--- src/rtl/cdm_err_stats.sv ---
// cdm_err_stats
// Error-statistics collector for an approximate multiplier under test.
// A run is launched with a one-cycle start carrying n_samples; the block
// then accepts exactly n_samples (A, B, R) triples over a valid/ready
// handshake. Each triple is compared against the exact product A*B, and the
// run-level statistics are accumulated.
//
// Ports
//   clk, rst_n        clock, asynchronous active-low reset
//   start, n_samples  run request (ignored while busy) and sample count
//   in_valid/in_ready sample handshake, transfer when both are high
//   A, B, R           operands and approximate product
//   busy              high while a run is accepting or draining
//   done              one-cycle pulse once the statistics are final
//   err_count         number of samples with R != A*B
//   sum_ed            sum of |A*B - R|
//   max_ed            largest error distance, with operands max_a/max_b
module cdm_err_stats #(
  parameter int W     = 16,
  parameter int CNT_W = 20,
  parameter int ACC_W = 52
) (
  input  logic             clk,
  input  logic             rst_n,
  input  logic             start,
  input  logic [CNT_W-1:0] n_samples,
  input  logic             in_valid,
  output logic             in_ready,
  input  logic [W-1:0]     A,
  input  logic [W-1:0]     B,
  input  logic [2*W-1:0]   R,
  output logic             busy,
  output logic             done,
  output logic [CNT_W-1:0] err_count,
  output logic [ACC_W-1:0] sum_ed,
  output logic [2*W-1:0]   max_ed,
  output logic [W-1:0]     max_a,
  output logic [W-1:0]     max_b
);

  typedef enum logic [1:0] {S_IDLE, S_RUN, S_DRAIN} state_e;

  function automatic logic [2*W-1:0] umul(input logic [W-1:0] a, input logic [W-1:0] b);
    return {{W{1'b0}}, a} * {{W{1'b0}}, b};
  endfunction

  // Absolute distance; the approximate product may over- or under-estimate.
  function automatic logic [2*W-1:0] err_dist(input logic [2*W-1:0] exact,
                                              input logic [2*W-1:0] approx);
    if (approx > exact) return approx - exact;
    else                return exact - approx;
  endfunction

  // The accumulator is wide enough for a full run of maximum errors, so a
  // plain zero-extended add never wraps.
  function automatic logic [ACC_W-1:0] acc_add(input logic [ACC_W-1:0] acc,
                                               input logic [2*W-1:0]   ed);
    return acc + {{(ACC_W-2*W){1'b0}}, ed};
  endfunction

  state_e           state_q, state_d;
  logic [CNT_W-1:0] rem_q, rem_d;
  logic             done_q, done_d;
  logic [CNT_W-1:0] err_q, err_d;
  logic [ACC_W-1:0] sum_q, sum_d;
  logic [2*W-1:0]   max_ed_q, max_ed_d;
  logic [W-1:0]     max_a_q, max_a_d;
  logic [W-1:0]     max_b_q, max_b_d;

  logic             vld_p0, vld_p1, vld_p2;
  logic             last_p0, last_p1, last_p2;
  logic [W-1:0]     a_p0, a_p1, a_p2;
  logic [W-1:0]     b_p0, b_p1, b_p2;
  logic [2*W-1:0]   r_p0, r_p1;
  logic [2*W-1:0]   exact_p1;
  logic [2*W-1:0]   ed_p2;
  logic             mis_p2;

  logic             xfer, is_last, start_acc, start_go, start_zero, commit_last;

  assign xfer        = in_valid & in_ready;
  assign is_last     = (rem_q == CNT_W'(1));
  assign start_acc   = (state_q == S_IDLE) & start;
  assign start_go    = start_acc & (n_samples != '0);
  assign start_zero  = start_acc & (n_samples == '0);
  assign commit_last = vld_p2 & last_p2;

  // State register
  always_ff @(posedge clk or negedge rst_n) begin
    if (!rst_n) state_q <= S_IDLE;
    else        state_q <= state_d;
  end

  // Next-state logic
  always_comb begin
    state_d = state_q;
    case (state_q)
      S_IDLE:  if (start_go) state_d = S_RUN;
      S_RUN:   if (xfer && is_last) state_d = S_DRAIN;
      S_DRAIN: if (commit_last) state_d = S_IDLE;
      default: state_d = S_IDLE;
    endcase
  end

  // FSM outputs
  always_comb begin
    in_ready = (state_q == S_RUN);
    busy     = (state_q != S_IDLE);
  end

  // Remaining-sample counter and statistics next state
  always_comb begin
    rem_d    = rem_q;
    err_d    = err_q;
    sum_d    = sum_q;
    max_ed_d = max_ed_q;
    max_a_d  = max_a_q;
    max_b_d  = max_b_q;
    done_d   = commit_last | start_zero;
    if (start_go) rem_d = n_samples;
    else if (xfer) rem_d = rem_q - CNT_W'(1);
    if (start_acc) begin
      err_d    = '0;
      sum_d    = '0;
      max_ed_d = '0;
      max_a_d  = '0;
      max_b_d  = '0;
    end else if (vld_p2) begin
      err_d = err_q + CNT_W'(mis_p2);
      sum_d = acc_add(sum_q, ed_p2);
      // Strictly greater: ties keep the earliest sample's operands.
      if (ed_p2 > max_ed_q) begin
        max_ed_d = ed_p2;
        max_a_d  = a_p2;
        max_b_d  = b_p2;
      end
    end
  end

  // Control registers: counter, done, statistics, pipeline valids
  always_ff @(posedge clk or negedge rst_n) begin
    if (!rst_n) begin
      rem_q    <= '0;
      done_q   <= 1'b0;
      err_q    <= '0;
      sum_q    <= '0;
      max_ed_q <= '0;
      max_a_q  <= '0;
      max_b_q  <= '0;
      vld_p0   <= 1'b0;
      vld_p1   <= 1'b0;
      vld_p2   <= 1'b0;
      last_p0  <= 1'b0;
      last_p1  <= 1'b0;
      last_p2  <= 1'b0;
    end else begin
      rem_q    <= rem_d;
      done_q   <= done_d;
      err_q    <= err_d;
      sum_q    <= sum_d;
      max_ed_q <= max_ed_d;
      max_a_q  <= max_a_d;
      max_b_q  <= max_b_d;
      vld_p0   <= xfer;
      last_p0  <= xfer & is_last;
      vld_p1   <= vld_p0;
      last_p1  <= last_p0;
      vld_p2   <= vld_p1;
      last_p2  <= last_p1;
    end
  end

  // Datapath: p0 captures the sample, p1 holds the exact product,
  // p2 holds the error distance; the statistics commit after p2.
  always_ff @(posedge clk) begin
    a_p0     <= A;
    b_p0     <= B;
    r_p0     <= R;
    exact_p1 <= umul(a_p0, b_p0);
    r_p1     <= r_p0;
    a_p1     <= a_p0;
    b_p1     <= b_p0;
    ed_p2    <= err_dist(exact_p1, r_p1);
    mis_p2   <= (exact_p1 != r_p1);
    a_p2     <= a_p1;
    b_p2     <= b_p1;
  end

  assign done      = done_q;
  assign err_count = err_q;
  assign sum_ed    = sum_q;
  assign max_ed    = max_ed_q;
  assign max_a     = max_a_q;
  assign max_b     = max_b_q;

endmodule

--- config.mk ---
export PLATFORM = sky130hd
export DESIGN_NAME = cdm_err_stats
export DESIGN_NICKNAME = d
export VERILOG_FILES = /design/src/rtl/cdm_err_stats.sv
export SDC_FILE = /design/constraint.sdc
export NUM_CORES = 1
export LEC_CHECK = 0
export ABC_AREA = 0
export CAP_MARGIN = 20
export CORE_MARGIN = 3
export CORE_UTILIZATION = 40
export DETAILED_ROUTE_END_ITERATION = 10
export SETUP_SLACK_MARGIN = 0.05
export SLEW_MARGIN = 20
export SYNTH_ARGS = -nofsm -noshare
export SYNTH_HDL_FRONTEND = slang
export SYNTH_SLANG_ARGS = --single-unit
--- constraint.sdc ---
create_clock -name clk -period 11.5 [get_ports clk]
set_input_delay 1.15 -clock clk [delete_from_list [all_inputs] [get_ports clk]]
set_output_delay 1.15 -clock clk [all_outputs]
set_load 0.02 [all_outputs]
==> summary.md <==
| Metric | Value |
|---|---|
| Status | complete, no violations |
| VDD IR max | 0.000318 V |
| Worst slew margin | 0.253 |
| Critical path buffers and inverters | 3 |
| Clk buf depth | 3 |
| CP peak stage delay | 810 ps |
| Register area | 0.00863 sq mm |
| Clock latency on the worst-skew pair | 580 ps |
| Asr flop ratio synth | 0.423 |
| Final Hold Fails | 0 |
| Final Cycle Share | 0.550 |
| YS warnings | 0 |
| Syn-to-layout area delta | 17.7% |
| Register bit total from synthesis | 390 |
| Root buf cell | clkbuf_16 |
| Worst Max-Slew Pin Slew | 1120 ps |
| Final setup fails | 0 |
| Synth cell types | 78 |
| Capturing point of the worst reg2reg path | exact_p1[26] |
| Max-cap violation count | 0 |
| Hold Crit Depth | 0 |
| Cts hold-fix bufs | 0 |
| Vias per std cell | 5.19 |
| Die X | 261 um |
| Clk sinks | 390 |
| Avg Synthesized Cell Area | 9.50 sq um |
| DIE HEIGHT | 261 um |
| Crit-path leading delay family | adder cells |
| IO Port Bufs | 226 |
| Nets | 3448 |
| Final min period | 6330 ps |
| Post-DP HPWL | 51300 um |
| Crit end category | flip-flop |
| Core area | 0.0638 sq mm |
| Synth Flop Type | dfxtp_1 |
| Hold Path Sink | a_p2[4] |
| RSZ-0062 raised after global routing | no |
| Top Ports | 227 |
| Initial core utilization | 0.409 |
| CP most frequent cell | fa_1 |
| Total number of H-tree levels | 2 |
| Post-synth top area cell | dfxtp_1 |
| Hold slack final | 320 ps |
| Vias in the first global route | 19900 |
| DRC Markers | 0 |
| WS Path Type | reg -> reg |
| Initial DRC count | 1240 |
| Worst hold path startpoint | a_p1[4] |
| Worst hold-check path type | reg -> reg |
| Worst path required time | 12000 ps |
| TNS Setup | 0 ps |
| Grt peak-use layer | met2 |
| Synthesized cell area | 0.0261 sq mm |
| Clock-pin slew on the worst setup and hold paths | 60 ps |
| Routed via count | 19800 |
| Multi-input gate area | 0.0157 sq mm |
| Drt total wl | 66800 um |
| Routability Congestion | 0.888 |
| Num rows | 92 |
| Maximum clock rate | 158 MHz |
| CTS Buf Count | 47 |
| 1st-pass router iterations | 5 |
| CTS tree | yes |
| Post-route antenna net violation count | 0 |
| Layout fillers | 6040 |
| FF-to-FF path depth | 20 |
| Crit-path slowest cell | dfxtp_1 |
| Slew Viols, Final | 0 |
| Post-synth EDFFs | 0 |
| Worst reg2reg setup slack | 5170 ps |
| Met3 global-route usage | 0.0303 |
| First-pass GRT wire length | 108000 um |
| Total GRT Usage | 0.196 |
| Top post-synthesis cells by area | dfxtp_1 17%, dfrtp_1 16%, fa_1 15% |
| Top cell type's share of synthesized area | 0.173 |
| Setup Skew | 31.5 ps |
| Pwr/cell area | 340 mW/mm^2 |
| Launching point of the worst reg2reg path | a_p0[8] |
| Resize count post-CTS | 0 |
| Crit path arrival time | 6830 ps |
| Antenna diodes | 0 |
| Largest net degree at the start of global routing | 98 |
| Leak | 14.4 nW |
| Drt wl/cell | 17.5 um |
| Met2 Resource Use GR | 0.321 |
| Crit-path max FO | 17 |
| Met1 usage | 0.269 |
| Syn Nets | 3264 |
| Gr ovfl total | 0 |
| Crit path cell chain | nand2_1 -> fa_1 -> fa_1 -> fa_1 -> fa_1 -> inv_1 -> fa_1 -> inv_1 -> fa_1 -> inv_1 -> ha_1 -> and3_1 -> nand4_1 -> nand2_1 -> a41oi_1 -> a21oi_1 -> a31o_2 -> a21o_1 -> a31oi_1 -> xnor2_1 |
| Post-CTS setup buffers | 0 |
| Initial antenna violation count | 1 |
| Setup ws final | 5170 ps |
| Seq/Total Area, Yosys | 0.331 |
| Layout cells sized above 1 | 0.0384 |
| Place WS | 5200 ps |
| Die area | 0.0683 sq mm |
| Crit start category | flip-flop |
| Cells after Synth | 2744 |
worst register-to-register path, stage by stage (launching register included):
cell and delay, ps:
dfxtp_1 810, nand2_1 200, fa_1 600, fa_1 440
fa_1 490, fa_1 500, inv_1 60, fa_1 530
inv_1 50, fa_1 530, inv_1 40, ha_1 330
and3_1 200, nand4_1 100, nand2_1 60, a41oi_1 260
a21oi_1 210, a31o_2 310, a21o_1 210, a31oi_1 210
xnor2_1 130
layout by cell type (no fill, tap or decap), drive strengths merged, types with 19 or more instances in the layout:
cell           count
inv              365
nand2            251
ha               235
dfxtp            225
clkdlybuf4s50    225
fa               197
nor2             192
dfrtp            165
a21oi            152
and2             122
mux2i             91
o21ai             90
a21o              72
clkbuf            70
xnor2             54
xor2              52
nor3              40
nand3             37
nand4             32
o21a              24
and3              21
a211oi            20
o31ai             19
registers in the layout (all words and copies together), names as in the netlist, 16 cells and up:
register	flops
max_b	16
sum_ed	52
a_p1	16
a_p2	16
b_p1	16
max_ed	32
rem_q	20
a_p0	16
ed_p2	32
exact_p1	32
b_p0	16
err_count	20
b_p2	16
r_p0	32
r_p1	32
max_a	16
worst max-delay path by stage:
stage	from	end	cells after the start
floorplan	b_p0[7]	exact_p1[31]	22
global route	a_p0[9]	exact_p1[26]	20
finish	a_p0[8]	exact_p1[26]	20
detailed placement	a_p0[9]	exact_p1[30]	20
global placement	a_p0[8]	exact_p1[26]	20
CTS	a_p0[8]	exact_p1[30]	20
metrics by stage:
stage / utilization / power (mW) / instances / area (sq um)
3_5_place_dp: 0.456 / 8.97 / 3725 / 29100
6_report: 0.481 / 10.4 / 3812 / 30700
2_1_floorplan: - / 7.08 / 2744 / 26100
3_3_place_gp: 0.456 / 8.85 / 3725 / 29100
5_1_grt: 0.481 / 11.4 / 3812 / 30700
4_1_cts: 0.481 / 10.6 / 3812 / 30700
where the power goes:
group	internal, mW	switching [mW]
clock	0.927	0.595
sequential	1.85	0.432
combinational	2.89	3.74
routing by layer:
| layer | part of all wire | wire length (um) | vias to the layer above |
|---|---|---|---|
| li1 | - | - | 9511 |
| met3 | 0.046 | 3100 | 95 |
| met1 | 0.45 | 30300 | 9755 |
| met5 | 0 | 0 | - |
| met4 | 0.025 | 1670 | 0 |
| met2 | 0.48 | 31800 | 430 |
area by class of cell:
type / instances / share of cell area
Clock buffer: 70 / 0.0464
Clock inverter: 17 / 0.00624
Inverter: 363 / 0.0444
Multi-Input combinational cell: 1890 / 0.511
Sequential cell: 390 / 0.281
Tap cell: 846 / 0.0345
Timing Repair Buffer: 236 / 0.0762
cells by family (layout without fill, tap and decap cells):
kind of cell               Yosys count  count (layout)  share of synthesized area
AOI/OAI and AO/OA                  484             484                      0.122
xor gates and xnor gates           106             106                     0.0356
adders and majority gates          432             432                      0.264
buffers and inverters              464             686                     0.0684
DFF                                390             390                      0.331
muxes                               93              93                     0.0358
and+or+nand+nor                    775             775                      0.142
synthesized netlist by cell type, types with 6 or more instances:
cell,count
a211oi_1,20
a21boi_0,8
a21o_1,72
a21oi_1,151
a221o_1,6
a31oi_1,8
and2_1,122
and3_1,21
and4_1,10
buf_1,6
buf_2,21
clkbuf_1,70
dfrtp_1,165
dfxtp_1,225
fa_1,197
ha_1,235
inv_1,362
mux2i_1,91
nand2_1,251
nand3_1,37
nand4_1,32
nor2_1,192
nor2b_1,15
nor3_1,40
nor4_1,17
o21a_1,24
o21ai_0,89
o21bai_1,16
o31ai_1,18
or3_1,9
or4_1,11
xnor2_1,54
xor2_1,52
Power figures use the tool's default switching activity.
==> patch (config.mk and constraints unchanged) <==
Change the parameter `CNT_W` from 20 to 10.
--- a/src/rtl/cdm_err_stats.sv
+++ b/src/rtl/cdm_err_stats.sv
@@ -17,7 +17,7 @@
 //   max_ed            largest error distance, with operands max_a/max_b
 module cdm_err_stats #(
   parameter int W     = 16,
-  parameter int CNT_W = 20,
+  parameter int CNT_W = 10,
   parameter int ACC_W = 52
 ) (
   input  logic             clk,
Interface: changed (resized err_count and n_samples); port bits go from 227 to 207. No check against the original RTL was run, so the function may have changed too.
==> patch against the original RTL <==
  * Worst setup slack got worse by 0.17 ns
  * Sequential cell count fell by 20
  * Design area is 5.4% lower
  * Area after synthesis fell by 4.7%
  * Clock power decreased by 9.9%
  * First-iteration DRC count fell by 27%
  * Core utilization shrank 0.45 points
  * Total power is 7.8% lower
  * Routed wire length decreased by 8.3%
  * Critical path type unchanged
  * Critical endpoint is now exact_p1[24]$_DFF_P_
==> patch: results <==
[outcome]
status = "complete, no violations"

[grt]
grt_pass1_vias = 18751
grt_max_degree = 85
grtUsageMet1_pct = 24.81
grt.met3_usage_pct = 3.526
grtUsageTotal_pct = 19.05
grt_pass1_wl_mm = 99.21
antenna_found_initial = 0
grt_use_met2_pct = 32.70

[setup_path]
arrival_ns = 6.95
reg2reg_slack_ns = 5.00
regToRegStartpoint = "b_p0[2]$_DFF_P_"
reg2regPathDepth = 20
reg2reg_to = "exact_p1[24]$_DFF_P_"
critPathMaxStageDelay_ns = 0.76

[routing]
wl_mm = 61.28
num_vias = 17921
first_iter_violations = 909

[worst_hold_path]
min_from = "r_p0[2]$_DFF_P_"
holdPathEnd = "r_p1[2]$_DFF_P_"

[power]
leakagePower_nw = 13.86
vdd_drop_max_mv = 0.1810

[yosys]
async_reset_ff_share_pct = 39.19
yosys-top-cells-area = "dfxtp_1, fa_1, dfrtp_1"
synth.distinct_cells = 85
synth_top_area_share_pct = 18.13
synth-seq-area-share_pct = 32.73
synthTopCellsByCount = "inv_1, ha_1, dfxtp_1, nand2_1, fa_1"
yosysWarnings = 0
syn-num-nets = 3068

[sta]
finalSetupViolCount = 0
finalClockSkew_ns = 0.01798
hold_ws_ns = 0.3242
worstMarginPinSlew_ns = 0.9838

[clocking]
cts.path.max_buffers = 3
htree_num_levels = 2
cts_made_buffers = 44
path_clk_slew_ns = 0.06

[placed_design]
place_hpwl_mm = 47.76
place_congestion = 0.8747
portBuffers = 206

[finish]
drive_gt1_share_pct = 4.130
fillers = 5729
final_nets = 3235
patch: cell count changes in the layout (fill, tap and decap cells not counted), moves of 10 or more:
cell / unedited run / this run
a21oi_1: 151 / 92
dfrtp_1: 164 / 144
nand2b_1: 4 / 22
inv_1: 362 / 346
o21ai_0: 89 / 58
a21boi_1: 0 / 11
nor2_1: 191 / 181
or4_1: 11 / 0
nor3_1: 40 / 16
nand2_1: 251 / 225
xnor2_1: 54 / 65
clkdlybuf4s50_1: 225 / 205
patch: cells by family (layout without fill, tap and decap cells):
group	Yosys count	in the layout	share of synthesized area, %
xor gates and xnor gates	111	111	3.913
DFF	370	370	32.73
buffers and inverters	441	643	6.959
adders and majority gates	432	432	27.71
muxes	103	103	4.179
AOI/OAI and AO/OA	383	383	10.69
and+or+nand+nor	718	718	13.82
patch: how the worst max path moves through the flow:
stage | start | end | slack (ns) | cells past startpoint
finish | b_p0[2]$_DFF_P_ | exact_p1[24]$_DFF_P_ | 5.00 | 20
global route | b_p0[1]$_DFF_P_ | exact_p1[24]$_DFF_P_ | 4.58 | 20
CTS | a_p0[9]$_DFF_P_ | exact_p1[24]$_DFF_P_ | 4.99 | 20
detailed placement | a_p0[9]$_DFF_P_ | exact_p1[24]$_DFF_P_ | 5.00 | 20
global placement | b_p0[1]$_DFF_P_ | exact_p1[24]$_DFF_P_ | 5.11 | 20
floorplan | b_p0[1]$_DFF_P_ | exact_p1[24]$_DFF_P_ | 5.51 | 22
patch: final cells by class:
| cell class | instances | area share [%] |
|---|---|---|
| Clock inverter | 16 | 0.4524 |
| Inverter | 348 | 4.498 |
| Multi-Input combinational cell | 1747 | 51.65 |
| Timing Repair Buffer | 214 | 7.311 |
| Tap cell | 828 | 3.567 |
| Clock buffer | 65 | 4.519 |
| Sequential cell | 370 | 28.01 |
patch: per-layer routing:
| metal | vias up | share of wire (%) |
|---|---|---|
| li1 | 8702 | - |
| met1 | 8774 | 45 |
| met2 | 357 | 48 |
| met3 | 88 | 4.9 |
| met4 | 0 | 2.4 |
| met5 | - | 0 |
patch: power breakdown:
part           switching [mW]  internal [mW]  total, mW
Combinational            3.37           2.78       6.15
Clock                   0.567          0.800       1.37
Sequential              0.368           1.74       2.11
Total                    4.30           5.32       9.63
patch: stage by stage:
step	power (mW)	cell area (um2)	setup WS [ns]	std cells	utilization, %
final	9.626	29040	4.997	3588	47.67
after global routing	10.60	29040	4.585	3588	47.67
after CTS	9.735	29040	4.985	3588	47.67
after detailed placement	8.314	27600	5.003	3507	45.30
after global placement	8.187	27600	5.110	3507	45.30
after floorplan	6.662	24850	5.508	2558	-
patch: worst max-delay path: cells and delay by family, from the launching register on:
family          cells  cell delay, ns
flops               1            0.76
fa+ha+maj           7            3.08
compound gates      5            1.18
xor+xnor            1            0.16
buf+inv             3            0.13
simple gates        4            1.05
